**config.mk**
```make
export PLATFORM = sky130hd
export DESIGN_NAME = atm_transaction_ctrl
export DESIGN_NICKNAME = d
export VERILOG_FILES = /design/src/rtl/atm_pkg.sv /design/src/rtl/psw_attempt_counter.sv /design/src/rtl/atm_transaction_ctrl.sv
export SDC_FILE = /design/constraint.sdc
export NUM_CORES = 1
export LEC_CHECK = 0
export ABC_CLOCK_PERIOD_IN_PS = 2900
export CAP_MARGIN = 40
export CELL_PAD_IN_SITES_DETAIL_PLACEMENT = 1
export CELL_PAD_IN_SITES_GLOBAL_PLACEMENT = 1
export CORE_MARGIN = 2
export CORE_UTILIZATION = 36
export CTS_BUF_LIST = sky130_fd_sc_hd__clkbuf_4 sky130_fd_sc_hd__clkbuf_8 sky130_fd_sc_hd__clkbuf_16
export DETAILED_ROUTE_END_ITERATION = 6
export PLACE_DENSITY_LB_ADDON = 0.3
export SYNTH_ARGS = -nofsm -noshare
export SYNTH_HDL_FRONTEND = slang
export SYNTH_SLANG_ARGS = --single-unit
export TNS_END_PERCENT = 20
```
**constraint.sdc**
```tcl
create_clock -name clk -period 2.9 [get_ports clk]
set_clock_uncertainty 0.05 [all_clocks]
set_input_delay 0.435 -clock clk [delete_from_list [all_inputs] [get_ports clk]]
set_output_delay 0.435 -clock clk [all_outputs]
set_load 0.01 [all_outputs]
```
**src/rtl/atm_pkg.sv**
```systemverilog
// Shared types and defaults for the ATM session/transaction controller.
// Also used by cardhandling so both sides agree on widths and encodings.
package atm_pkg;

  localparam int BALANCE_WIDTH = 20;
  localparam int MAX_ATTEMPTS  = 3;

  typedef enum logic [1:0] {
    OP_INQ  = 2'b00,
    OP_WDR  = 2'b01,
    OP_DEP  = 2'b10,
    OP_EXIT = 2'b11
  } op_t;

  typedef enum logic [2:0] {
    S_IDLE,
    S_WAIT_PSW,
    S_CHECK_PSW,
    S_READY,
    S_EXEC,
    S_RETAIN,
    S_EJECT
  } state_t;

endpackage

```
**src/rtl/psw_attempt_counter.sv**
```systemverilog
// Saturating wrong-password attempt counter.
// limit_hit flags that one more increment reaches max_attempts.
module psw_attempt_counter #(
  parameter int max_attempts = 3
) (
  input  logic clk,
  input  logic rst,
  input  logic clr,
  input  logic inc,
  output logic limit_hit
);

  localparam logic [2:0] MAX = 3'(max_attempts);

  logic [2:0] cnt_q;
  logic [2:0] cnt_d;

  always_comb begin
    cnt_d = cnt_q;
    if (clr)
      cnt_d = '0;
    else if (inc && cnt_q != MAX)
      cnt_d = cnt_q + 3'd1;
  end

  always_ff @(posedge clk) begin
    if (rst) cnt_q <= '0;
    else     cnt_q <= cnt_d;
  end

  assign limit_hit = (cnt_q == MAX - 3'd1);

endmodule

```
**src/rtl/atm_transaction_ctrl.sv**
```systemverilog
// ATM session FSM: card/password handling, retention, and
// inquiry/withdraw/deposit execution with registered outputs.
module atm_transaction_ctrl
  import atm_pkg::*;
#(
  parameter int balance_width = BALANCE_WIDTH,
  parameter int max_attempts  = MAX_ATTEMPTS
) (
  input  logic                     clk,
  input  logic                     rst,
  input  logic                     card_in,
  input  logic                     psw_valid,
  input  logic                     wrong_psw,
  input  logic [balance_width-1:0] balance,
  input  logic                     op_valid,
  input  logic [1:0]               op_code,
  input  logic [balance_width-1:0] amount,
  output logic                     op_ready,
  output logic                     op_done,
  output logic [balance_width-1:0] updated_balance,
  output logic [balance_width-1:0] shown_balance,
  output logic                     insufficient_funds,
  output logic                     deposit_overflow,
  output logic                     card_retained,
  output logic                     card_eject
);

  localparam int W = balance_width;

  state_t         state_q, state_d;
  op_t            op_q, op_d;
  logic [W-1:0]   amt_q, amt_d;
  logic           ready_q, ready_d;
  logic           done_q, done_d;
  logic [W-1:0]   upd_q, upd_d;
  logic [W-1:0]   shown_q, shown_d;
  logic           insuf_q, insuf_d;
  logic           ovf_q, ovf_d;
  logic           ret_q, ret_d;
  logic           ej_q, ej_d;

  logic           cnt_clr;
  logic           cnt_inc;
  logic           limit_hit;
  logic [W:0]     sum;

  psw_attempt_counter #(
    .max_attempts(max_attempts)
  ) u_cnt (
    .clk      (clk),
    .rst      (rst),
    .clr      (cnt_clr),
    .inc      (cnt_inc),
    .limit_hit(limit_hit)
  );

  always_comb begin
    state_d = state_q;
    op_d    = op_q;
    amt_d   = amt_q;
    done_d  = 1'b0;
    upd_d   = upd_q;
    shown_d = shown_q;
    insuf_d = 1'b0;
    ovf_d   = 1'b0;
    ret_d   = ret_q;
    ej_d    = 1'b0;
    cnt_clr = 1'b0;
    cnt_inc = 1'b0;
    sum     = {1'b0, balance} + {1'b0, amt_q};

    unique case (state_q)
      S_IDLE: begin
        if (card_in) begin
          state_d = S_WAIT_PSW;
          cnt_clr = 1'b1;
        end
      end
      S_WAIT_PSW: begin
        if (!card_in)
          state_d = S_IDLE;
        else if (psw_valid)
          state_d = S_CHECK_PSW;
      end
      S_CHECK_PSW: begin
        if (!card_in)
          state_d = S_IDLE;
        else if (!wrong_psw)
          state_d = S_READY;
        else begin
          cnt_inc = 1'b1;
          if (limit_hit) begin
            state_d = S_RETAIN;
            ret_d   = 1'b1;
          end else begin
            state_d = S_WAIT_PSW;
          end
        end
      end
      S_READY: begin
        if (!card_in)
          state_d = S_IDLE;
        else if (op_valid) begin
          if (op_t'(op_code) == OP_EXIT) begin
            state_d = S_EJECT;
            ej_d    = 1'b1;
          end else begin
            state_d = S_EXEC;
            op_d    = op_t'(op_code);
            amt_d   = amount;
          end
        end
      end
      S_EXEC: begin
        if (!card_in)
          state_d = S_IDLE;
        else begin
          state_d = S_READY;
          unique case (op_q)
            OP_WDR: begin
              if (amt_q > balance)
                insuf_d = 1'b1;
              else begin
                upd_d   = balance - amt_q;
                shown_d = balance - amt_q;
                done_d  = 1'b1;
              end
            end
            OP_DEP: begin
              // carry out of the widened sum means the account would wrap
              if (sum[W])
                ovf_d = 1'b1;
              else begin
                upd_d   = sum[W-1:0];
                shown_d = sum[W-1:0];
                done_d  = 1'b1;
              end
            end
            OP_INQ:  shown_d = balance;
            default: ;
          endcase
        end
      end
      S_RETAIN: ret_d = 1'b1;
      S_EJECT:  state_d = S_IDLE;
      default:  state_d = S_IDLE;
    endcase

    ready_d = (state_d == S_READY);
  end

  always_ff @(posedge clk) begin
    if (rst) begin
      state_q <= S_IDLE;
      op_q    <= OP_INQ;
      amt_q   <= '0;
      ready_q <= 1'b0;
      done_q  <= 1'b0;
      upd_q   <= '0;
      shown_q <= '0;
      insuf_q <= 1'b0;
      ovf_q   <= 1'b0;
      ret_q   <= 1'b0;
      ej_q    <= 1'b0;
    end else begin
      state_q <= state_d;
      op_q    <= op_d;
      amt_q   <= amt_d;
      ready_q <= ready_d;
      done_q  <= done_d;
      upd_q   <= upd_d;
      shown_q <= shown_d;
      insuf_q <= insuf_d;
      ovf_q   <= ovf_d;
      ret_q   <= ret_d;
      ej_q    <= ej_d;
    end
  end

  assign op_ready           = ready_q;
  assign op_done            = done_q;
  assign updated_balance    = upd_q;
  assign shown_balance      = shown_q;
  assign insufficient_funds = insuf_q;
  assign deposit_overflow   = ovf_q;
  assign card_retained      = ret_q;
  assign card_eject         = ej_q;

endmodule
```
==> flow_metrics.tcl, run 1 <==
set metrics [dict create \
    status "complete, but fails checks" \
    violations "setup timing" \
    synth.net_count 825 \
    core_region_area_sq_mm 0.0153 \
    post-route-period-util_pct 103 \
    grt_pass1_wl_mm 39.8 \
    via_per_inst 5.64 \
    clock_power_share_pct 44.9 \
    dp_cells 1152 \
    route.vias.total 6760 \
    critical_path_arrival_ns 3.16 \
    p_comb_share_pct 20.5 \
    setup_viol 26 \
    ios 94 \
    rows 45 \
    grt_antenna_before_repair 0 \
    hold_violations 0 \
    yosys_most_used_dff "dfxtp_1" \
    rsz0062_at_grt "yes" \
    fmax_mhz 333 \
    path_delay_family "compound AO/OA/AOI/OAI gates" \
    required_ns 3.06 \
    post_dp_cell_area_sq_mm 0.00784 \
    ys_types 73 \
    critPathBufInv 4 \
    worst-slew-pin-transition_ns 0.919 \
    fp.dieW_microns 129 \
    end_kind "flip-flop" \
    clk_pin_slew_worst_paths_ns 0.06 \
    dr.pass1.iters 5 \
    h-tree-depth 3 \
    clock_latency_ns 0.36 \
    yosysSeqAreaShare_pct 26.3 \
    syn_inst 728 \
    slowest_delay_ns 0.38 \
    synth_edf_count 0 \
    power_density_mw_per_mm2 322 \
    synth_area_sq_mm 0.00563 \
    yosys_warnings 0 \
    fp.dieArea_sq_mm 0.0167 \
    place_congestion 0.945 \
    internal_power_w 0.00210 \
    die_y_microns 129 \
    cts-root-buf "clkbuf_16" \
    grt_use_total_pct 31.3 \
    clockBufferDepth 2 \
    nets 1079 \
    max-cap-violations 0 \
    n_antenna_cell 0 \
    io_buffers 93 \
    drcViolationCount 0 \
    drv_slew 0 \
    routedWlPerCell_microns 22.4 \
    fin_crit_ns 3.00 \
    hpwl_mm 18.4 \
    syn_to_final_growth_pct 62.0 \
    power_w 0.00294 \
    grt_pass1_vias 7121 \
    cp_slowest_cell "a2111oi_4" \
    hold_class "reg -> reg" \
    seqPwrFrac_pct 34.6 \
    fin_ws_ns -0.0985 \
    crit_type "reg -> reg" \
    cts_tree "built" \
    stdcell_count 1198 \
    clock-sinks 74 \
    design_area_sq_mm 0.00912 \
    path_cells "ha_4 -> inv_2 -> fa_2 -> a211oi_4 -> o211ai_1 -> a22o_4 -> o21ai_2 -> and2_4 -> buf_6 -> a2111oi_4 -> buf_4 -> buf_8 -> mux2i_1 -> nor2_1" \
    p_sw_share_pct 28.6 \
    overflow 0 \
    ys_async_sr_fraction_pct 0 \
    initial_utilization_pct 36.9 \
    cp-start-kind "flip-flop" \
    synth.avg_cell_area_sq_um 7.73 \
    total_leakage_power_nw 3.69 \
    drive_gt1_share_pct 34.2 \
    antenna_left 0 \
    wl_mm 26.8 \
    drt_iter0_markers 412 \
    n_fill_cell 1789 \
    synth_seq_cells 74 \
    irDropWorstVdd_mv 0.278 \
    numCtsBuffers 9 \
    relSlewSlack_pct 38.7 \
    grt_start_max_net_pins 49 \
    p_switching_w 0.000840 \
    crit_fanout 5 \
]
-- cell families after synthesis --
kind of cell | synth area share, %
flops | 26.3
fa+ha+maj | 11.2
simple gates | 18.3
mux | 1.96
xor+xnor | 5.60
buf+inv | 7.58
compound gates | 29.1
-- power by group through the flow --
stage               clock network, W  logic (W)  registers [W]
floorplan                          0   0.000228        0.00104
global placement                   0   0.000486        0.00104
detailed placement                 0   0.000499        0.00104
CTS                          0.00133   0.000553        0.00102
global route                 0.00136   0.000638        0.00102
finish                       0.00132   0.000602        0.00102
-- registers in the layout, indices dropped and copies added (netlist names), 2 cells and up --
signal           count
amt_q               20
op_q                 2
shown_balance       20
state_q              3
u_cnt.cnt_q          3
updated_balance     20
-- tightest hold or removal path: cells and delay by family (launching register included) --
kind	cells	cell delay, ns
compound gates	1	0.05
buf+inv	1	0.05
flops	1	0.31
-- per-stage QoR --
step                hold WS (ns)  utilization (%)  setup TNS (ns)  setup WS, ns
floorplan                  0.403                -               0        0.0568
global placement           0.385             51.4          -30.59        -0.824
detailed placement         0.412             51.4          -35.16        -0.946
CTS                        0.422             57.5         -0.0805       -0.0231
global route               0.443             59.8           -5.00        -0.207
finish                     0.419             59.8           -1.08       -0.0985
-- timing repair --
| item | CTS | global route |
|---|---|---|
| endpoints found under the setup margin | 43 | 42 |
| hold endpoints to repair | 0 | 0 |
| buffers inserted | 19 | 9 |
| gates cloned | 1 | 2 |
| resized for setup | 100 | 63 |
| hold buffers | 0 | 0 |
| pin swaps | 35 | 24 |
-- cell type report --
cell class,count,area [sq um],share of cell area [%]
clock inverters,6,97.6,1.07
flip-flops and latches,74,1490,16.3
well taps,211,264,2.90
multi-input cells,556,4370,47.9
inverters,54,203,2.22
clock buffers,10,239,2.62
repair buffers,287,2460,27.0
-- cell usage in the layout (no fill, tap or decap), drive strengths merged, types with 5 or more instances in the layout --
cell and instances:
a21oi 80, o21ai 42, a221oi 6, o211a 5, dfxtp 74, nor2b 9
nand3 7, clkdlybuf4s50 76, xnor2 32, dlygate4sd2 9, a2111oi 6, ha 47
o31ai 7, a31oi 11, o211ai 5, nor3 18, nand2b 9, dlymetal6s2s 6
inv 56, a211oi 21, clkbuf 10, o21bai 7, nor2 67, o21a 7
mux2i 11, buf 196, a22oi 5, nand2 84
-- Yosys cell counts, types with 11 or more instances --
master,number,share of area [%]
mux2i_1,11,2.0
nor2_1,61,4.1
ha_1,47,10
inv_1,47,3.1
a21oi_1,80,7.1
nor3_1,18,1.6
a211oi_1,14,1.9
a31oi_1,11,1.2
dfxtp_1,74,26
o21ai_0,34,3.0
clkbuf_1,21,1.4
nand2_1,83,5.5
xnor2_1,32,5.0
-- final timing paths --
kind,startpoint,to,slack (ns),depth (start not counted)
worst max-delay path,amt_q[0]$_SDFFE_PP0P_,updated_balance[2]$_SDFFE_PP0P_,-0.1,14
worst min-delay path,card_retained$_SDFFE_PP0P_,card_retained$_SDFFE_PP0P_,0.42,2
worst max register to register,amt_q[0]$_SDFFE_PP0P_,updated_balance[2]$_SDFFE_PP0P_,-0.1,14
worst min register to register,card_retained$_SDFFE_PP0P_,card_retained$_SDFFE_PP0P_,0.42,2
-- per-layer routing --
metal	vias to the layer above	wire (microns)	GRT usage, %
met3	74	1170	3.72
met1	3366	11700	40.1
met5	-	0	0
li1	3083	-	-
met2	237	12900	52.6
met4	0	995	14.5
Note: power is estimated with default switching activity, not from simulation.
==> run 2, diff against run 1 <==
Settings changed: RECOVER_POWER from default to 50.
==> run 2 against run 1 <==
- the flow still finishes with violations (setup timing)
- global-route usage did not move
- utilization unchanged
- clock power is essentially flat
- sequential cell count unchanged
- count of clock-buffer cells in the layout unchanged
- maximum frequency barely moved
- critical endpoint unchanged
- largest power group unchanged
==> flow_metrics.tcl, run 2 (synthesis gave the netlist of run 1 again) <==
set metrics [dict create \
    power_density_mw_per_mm2 322 \
    seqPwrFrac_pct 34.6 \
    hold_violations 0 \
    drive_gt1_share_pct 34.2 \
    r2r-start "amt_q[0]$_SDFFE_PP0P_" \
    numCtsBuffers 9 \
    irDropWorstVdd_mv 0.281 \
    whs_ns 0.415 \
    dr.pass1.iters 4 \
    clockBufferDepth 2 \
    worst-slew-pin-transition_ns 0.922 \
    hpwl_mm 18.4 \
    cp-start-kind "flip-flop" \
    max-cap-violations 0 \
    whs_endpoint "card_retained$_SDFFE_PP0P_" \
    violations "setup timing" \
    die_y_microns 129 \
    ios 94 \
    wl_mm 26.8 \
    tns_ns -1.06 \
    fin_crit_ns 3.00 \
    place_congestion 0.945 \
    critical_path_arrival_ns 3.17 \
    dp_cells 1152 \
    cts_tree "built" \
    relSlewSlack_pct 38.4 \
    grt_use_total_pct 31.3 \
    internal_power_w 0.00210 \
    p_sw_share_pct 28.7 \
    fin_ws_ns -0.0993 \
    power_w 0.00294 \
    core_region_area_sq_mm 0.0153 \
    design_area_sq_mm 0.00912 \
    setup_viol 25 \
    n_antenna_cell 0 \
    initial_utilization_pct 36.9 \
    route.vias.total 6737 \
    cts-root-buf "clkbuf_16" \
    min_delay_path_depth 2 \
    p_comb_share_pct 20.4 \
    grt_antenna_before_repair 0 \
    fp.dieArea_sq_mm 0.0167 \
    drv_slew 0 \
    h-tree-depth 3 \
    clock_power_share_pct 44.9 \
    total_leakage_power_nw 3.81 \
    io_buffers 93 \
    stdcell_count 1198 \
    reg2reg_depth 14 \
    crit_fanout 5 \
    fp.dieW_microns 129 \
    drt_iter0_markers 446 \
    crit_type "reg -> reg" \
    routedWlPerCell_microns 22.4 \
    grt_pass1_vias 7121 \
    p_switching_w 0.000842 \
    hold_class "reg -> reg" \
    syn_to_final_growth_pct 62.0 \
    overflow 0 \
    critPathLaunch "amt_q[0]$_SDFFE_PP0P_" \
    grt_pass1_wl_mm 39.8 \
    final_common_cell "buf_4" \
    clock-sinks 74 \
    nets 1079 \
    hp-start "card_retained$_SDFFE_PP0P_" \
    clock_latency_ns 0.36 \
    antenna_left 0 \
    fmax_mhz 333 \
    r2r_slack_ns -0.1 \
    post_dp_cell_area_sq_mm 0.00784 \
    drcViolationCount 0 \
    end_kind "flip-flop" \
    status "complete, but fails checks" \
    final_cell_mix "buf_4, nand2_1, dfxtp_1" \
    rsz0062_at_grt "yes" \
    rows 45 \
    clk_pin_slew_worst_paths_ns 0.06 \
    post-route-period-util_pct 103 \
    via_per_inst 5.62 \
    n_fill_cell 1789 \
    grt_start_max_net_pins 49 \
    required_ns 3.07 \
    regToRegEndpoint "updated_balance[2]$_SDFFE_PP0P_" \
]
## run 2: cell count changes in the layout (fill, tap and decap cells not counted)
cell / delta
dlygate4sd3_1: +35
clkdlybuf4s50_1: -35
## run 2: stage by stage
| stage | util (%) | setup WS (ns) |
|---|---|---|
| after CTS | 57.5 | -0.0231 |
| after floorplan | - | 0.0568 |
| final | 59.8 | -0.0993 |
| after global routing | 59.8 | -0.207 |
| after global placement | 51.4 | -0.824 |
| after detailed placement | 51.4 | -0.946 |
## run 2: worst max-delay path, stage by stage, from the launching register on
cell and delay [ns]:
dfxtp_4 0.37, ha_4 0.16, inv_2 0.05, fa_2 0.24
a211oi_4 0.09, o211ai_1 0.33, a22o_4 0.22, o21ai_2 0.07
and2_4 0.18, buf_6 0.12, a2111oi_4 0.38, buf_4 0.19
buf_8 0.13, mux2i_1 0.22, nor2_1 0.06
## run 2: cell type report
type / count / area, sq um / area share [%]
clock buffers: 10 / 239 / 2.62
flip-flops and latches: 74 / 1490 / 16.3
well taps: 211 / 264 / 2.90
repair buffers: 287 / 2460 / 27.0
multi-input cells: 556 / 4370 / 47.9
inverters: 54 / 203 / 2.22
clock inverters: 6 / 97.6 / 1.07
## run 2: per-layer routing
| metal | up-vias | wire, microns | global-route usage [%] |
|---|---|---|---|
| met5 | - | 0 | 0 |
| met1 | 3349 | 11700 | 40.1 |
| met3 | 70 | 1160 | 3.72 |
| met4 | 0 | 996 | 14.5 |
| met2 | 235 | 12900 | 52.6 |
| li1 | 3083 | - | - |
## run 2: timing repair
item / in CTS / in global routing
setup endpoints to repair: 43 / 42
setup buffers: 19 / 9
pin swaps: 35 / 24
hold endpoints to repair: 0 / 0
gates cloned: 1 / 2
hold buffers: 0 / 0
gates resized for setup: 100 / 63
## run 2: how the worst max path moves through the flow
stage	to	slack [ns]	cells after the start
2_1_floorplan	updated_balance[2]$_SDFFE_PP0P_	0.06	12
3_3_place_gp	op_done$_SDFF_PP0_	-0.82	15
3_5_place_dp	shown_balance[4]$_SDFFE_PP0P_	-0.95	14
4_1_cts	shown_balance[14]$_SDFFE_PP0P_	-0.02	15
5_1_grt	updated_balance[2]$_SDFFE_PP0P_	-0.21	14
6_report	updated_balance[2]$_SDFFE_PP0P_	-0.1	14
## run 2: power by group through the flow
stage / Clock (W) / Sequential (W) / Combinational, W
2_1_floorplan: 0 / 0.00104 / 0.000228
3_3_place_gp: 0 / 0.00104 / 0.000486
3_5_place_dp: 0 / 0.00104 / 0.000499
4_1_cts: 0.00133 / 0.00102 / 0.000553
5_1_grt: 0.00136 / 0.00102 / 0.000637
6_report: 0.00132 / 0.00102 / 0.000601
==> run 3, diff against run 2 <==
Settings changed: ABC_CLOCK_PERIOD_IN_PS 2900 to 3670, CORE_UTILIZATION 36 to 43.
Clock period 2.9 ns to 3.67 ns, I/O delays scaled along.
==> run 3 against run 2 <==
- the flow now finishes without violations
- via count shrank 10%
- routed wire length is 17% lower
- global-route usage grew 0.63 points
- utilization is 2.0 points lower
- power shrank 25%
- die area shrank 16%
- largest cell class unchanged
- highest routed layer unchanged
==> flow_metrics.tcl, run 3 (synthesis gave the netlist of run 1 again) <==
set metrics [dict create \
    via_per_inst 5.91 \
    hpwl_mm 16.4 \
    power_w 0.00219 \
    fp.dieArea_sq_mm 0.0140 \
    status "finished, final reports clean" \
    crit_type "in -> reg" \
    wl_mm 22.2 \
    stdcell_count 1023 \
    power_density_mw_per_mm2 298 \
    ios 94 \
    max-cap-violations 0 \
    p_comb_share_pct 15.5 \
    initial_utilization_pct 44.2 \
    fin_ws_ns 0.143 \
    grt_pass1_wl_mm 35.2 \
    fp.dieW_microns 118 \
    clock_latency_ns 0.36 \
    n_antenna_cell 0 \
    critPathMostFrequentCell "inv_1" \
    p_switching_w 0.000612 \
    end_kind "flip-flop" \
    pre_cts_ws_ns -0.243 \
    holdBufCountCts 0 \
    io_buffers 93 \
    crit_fanout 15 \
    h-tree-depth 3 \
    die_y_microns 118 \
    seqPwrFrac_pct 36.7 \
    cp-start-kind "input pin" \
    setup_viol 0 \
    hold_violations 0 \
    cts-root-buf "clkbuf_16" \
    fin_crit_ns 3.53 \
    slowest_delay_ns 0.46 \
    irDropWorstVdd_mv 0.287 \
    antenna_left 0 \
    dp_cells 1004 \
    p_sw_share_pct 27.9 \
    routedWlPerCell_microns 21.7 \
    required_ns 3.85 \
    post-route-period-util_pct 96.1 \
    cts_tree "built" \
    drive_gt1_share_pct 13.7 \
    hold_class "reg -> reg" \
    rows 41 \
    drt_iter0_markers 480 \
    clock-sinks 74 \
    clockBufferDepth 2 \
    nets 943 \
    numCtsBuffers 9 \
    cp_slowest_cell "clkdlybuf4s50_1" \
    fmax_mhz 283 \
    critical_path_arrival_ns 3.71 \
    multi_input_area_sq_mm 0.00374 \
    n_fill_cell 1589 \
    overflow 0 \
    route.vias.total 6049 \
    path_delay_family "compound AO/OA/AOI/OAI gates" \
    grt_antenna_before_repair 0 \
    grt_start_max_net_pins 49 \
    worst-slew-pin-transition_ns 1.27 \
    clock_power_share_pct 47.8 \
    final_common_cell "nand2_1" \
    grt_use_total_pct 31.9 \
    syn_to_final_growth_pct 30.6 \
    internal_power_w 0.00158 \
    relSlewSlack_pct 15.2 \
    drcViolationCount 0 \
    whs_ns 0.416 \
    grt_pass1_vias 6418 \
    drv_slew 0 \
    place_congestion 0.951 \
    critPathBufInv 5 \
    post-route-util_pct 57.8 \
    path_cells "clkdlybuf4s50_1 -> inv_1 -> ha_1 -> inv_1 -> fa_1 -> a211oi_2 -> o211ai_1 -> a22o_1 -> o21ai_1 -> and2_4 -> a2111oi_4 -> buf_4 -> buf_6 -> o21ai_0 -> a21oi_1" \
    final_cell_mix "nand2_1, a21oi_1, dfxtp_1" \
    seq_area_sq_mm 0.00148 \
    core_region_area_sq_mm 0.0127 \
    total_leakage_power_nw 2.97 \
    dr.pass1.iters 5 \
    clk_pin_slew_worst_paths_ns 0.06 \
]
==> run 3: per-stage QoR <==
| step | setup TNS (ns) | instance area (sq um) |
|---|---|---|
| after floorplan | 0 | 5630 |
| after global placement | -0.906 | 6980 |
| after detailed placement | -5.61 | 6980 |
| after CTS | 0 | 7310 |
| after global routing | -0.126 | 7350 |
| final | 0 | 7350 |
==> run 3: metal layers <==
metal / global-route usage (%) / vias to the layer above / share of wire, %
met5: 0 / - / 0
met4: 11.1 / 0 / 2.2
met3: 5.65 / 38 / 5.2
met2: 52.9 / 189 / 47
met1: 41.6 / 3007 / 45
li1: - / 2815 / -
==> run 3: timing repair <==
| action | 4_1_cts | 5_1_grt |
|---|---|---|
| buffers inserted | 0 | 2 |
| endpoints found under the setup margin | 0 | 23 |
| resized for setup | 0 | 6 |
| hold endpoints to repair | 0 | 0 |
==> run 3: worst paths after layout <==
path | start | endpoint | slack (ns) | cells past startpoint
max | balance[0] | shown_balance[16]$_SDFFE_PP0P_ | 0.14 | 15
min | card_retained$_SDFFE_PP0P_ | card_retained$_SDFFE_PP0P_ | 0.42 | 2
max reg2reg | amt_q[6]$_SDFFE_PP0P_ | updated_balance[11]$_SDFFE_PP0P_ | 0.46 | 11
min reg2reg | card_retained$_SDFFE_PP0P_ | card_retained$_SDFFE_PP0P_ | 0.42 | 2
==> run 3: power groups by stage <==
stage               Clock (W)  Combinational, W  Sequential, W
floorplan                   0          0.000180       0.000823
global placement            0          0.000323       0.000823
detailed placement          0          0.000329       0.000823
CTS                   0.00105          0.000334       0.000805
global route          0.00108          0.000365       0.000805
finish                0.00105          0.000340       0.000805
==> run 3: area by class of cell <==
type,instances,area share [%]
multi-input cells,556,50.9
flip-flops and latches,74,20.2
repair buffers,151,18.7
clock buffers,10,3.25
well taps,172,2.93
inverters,54,2.76
clock inverters,6,1.33
==> run 3: tightest hold or removal path, delay by kind of cell (launching register included) <==
kind	cells	cell delay, ns
DFF	1	0.31
buffers and inverters	1	0.05
AOI/OAI and AO/OA	1	0.06
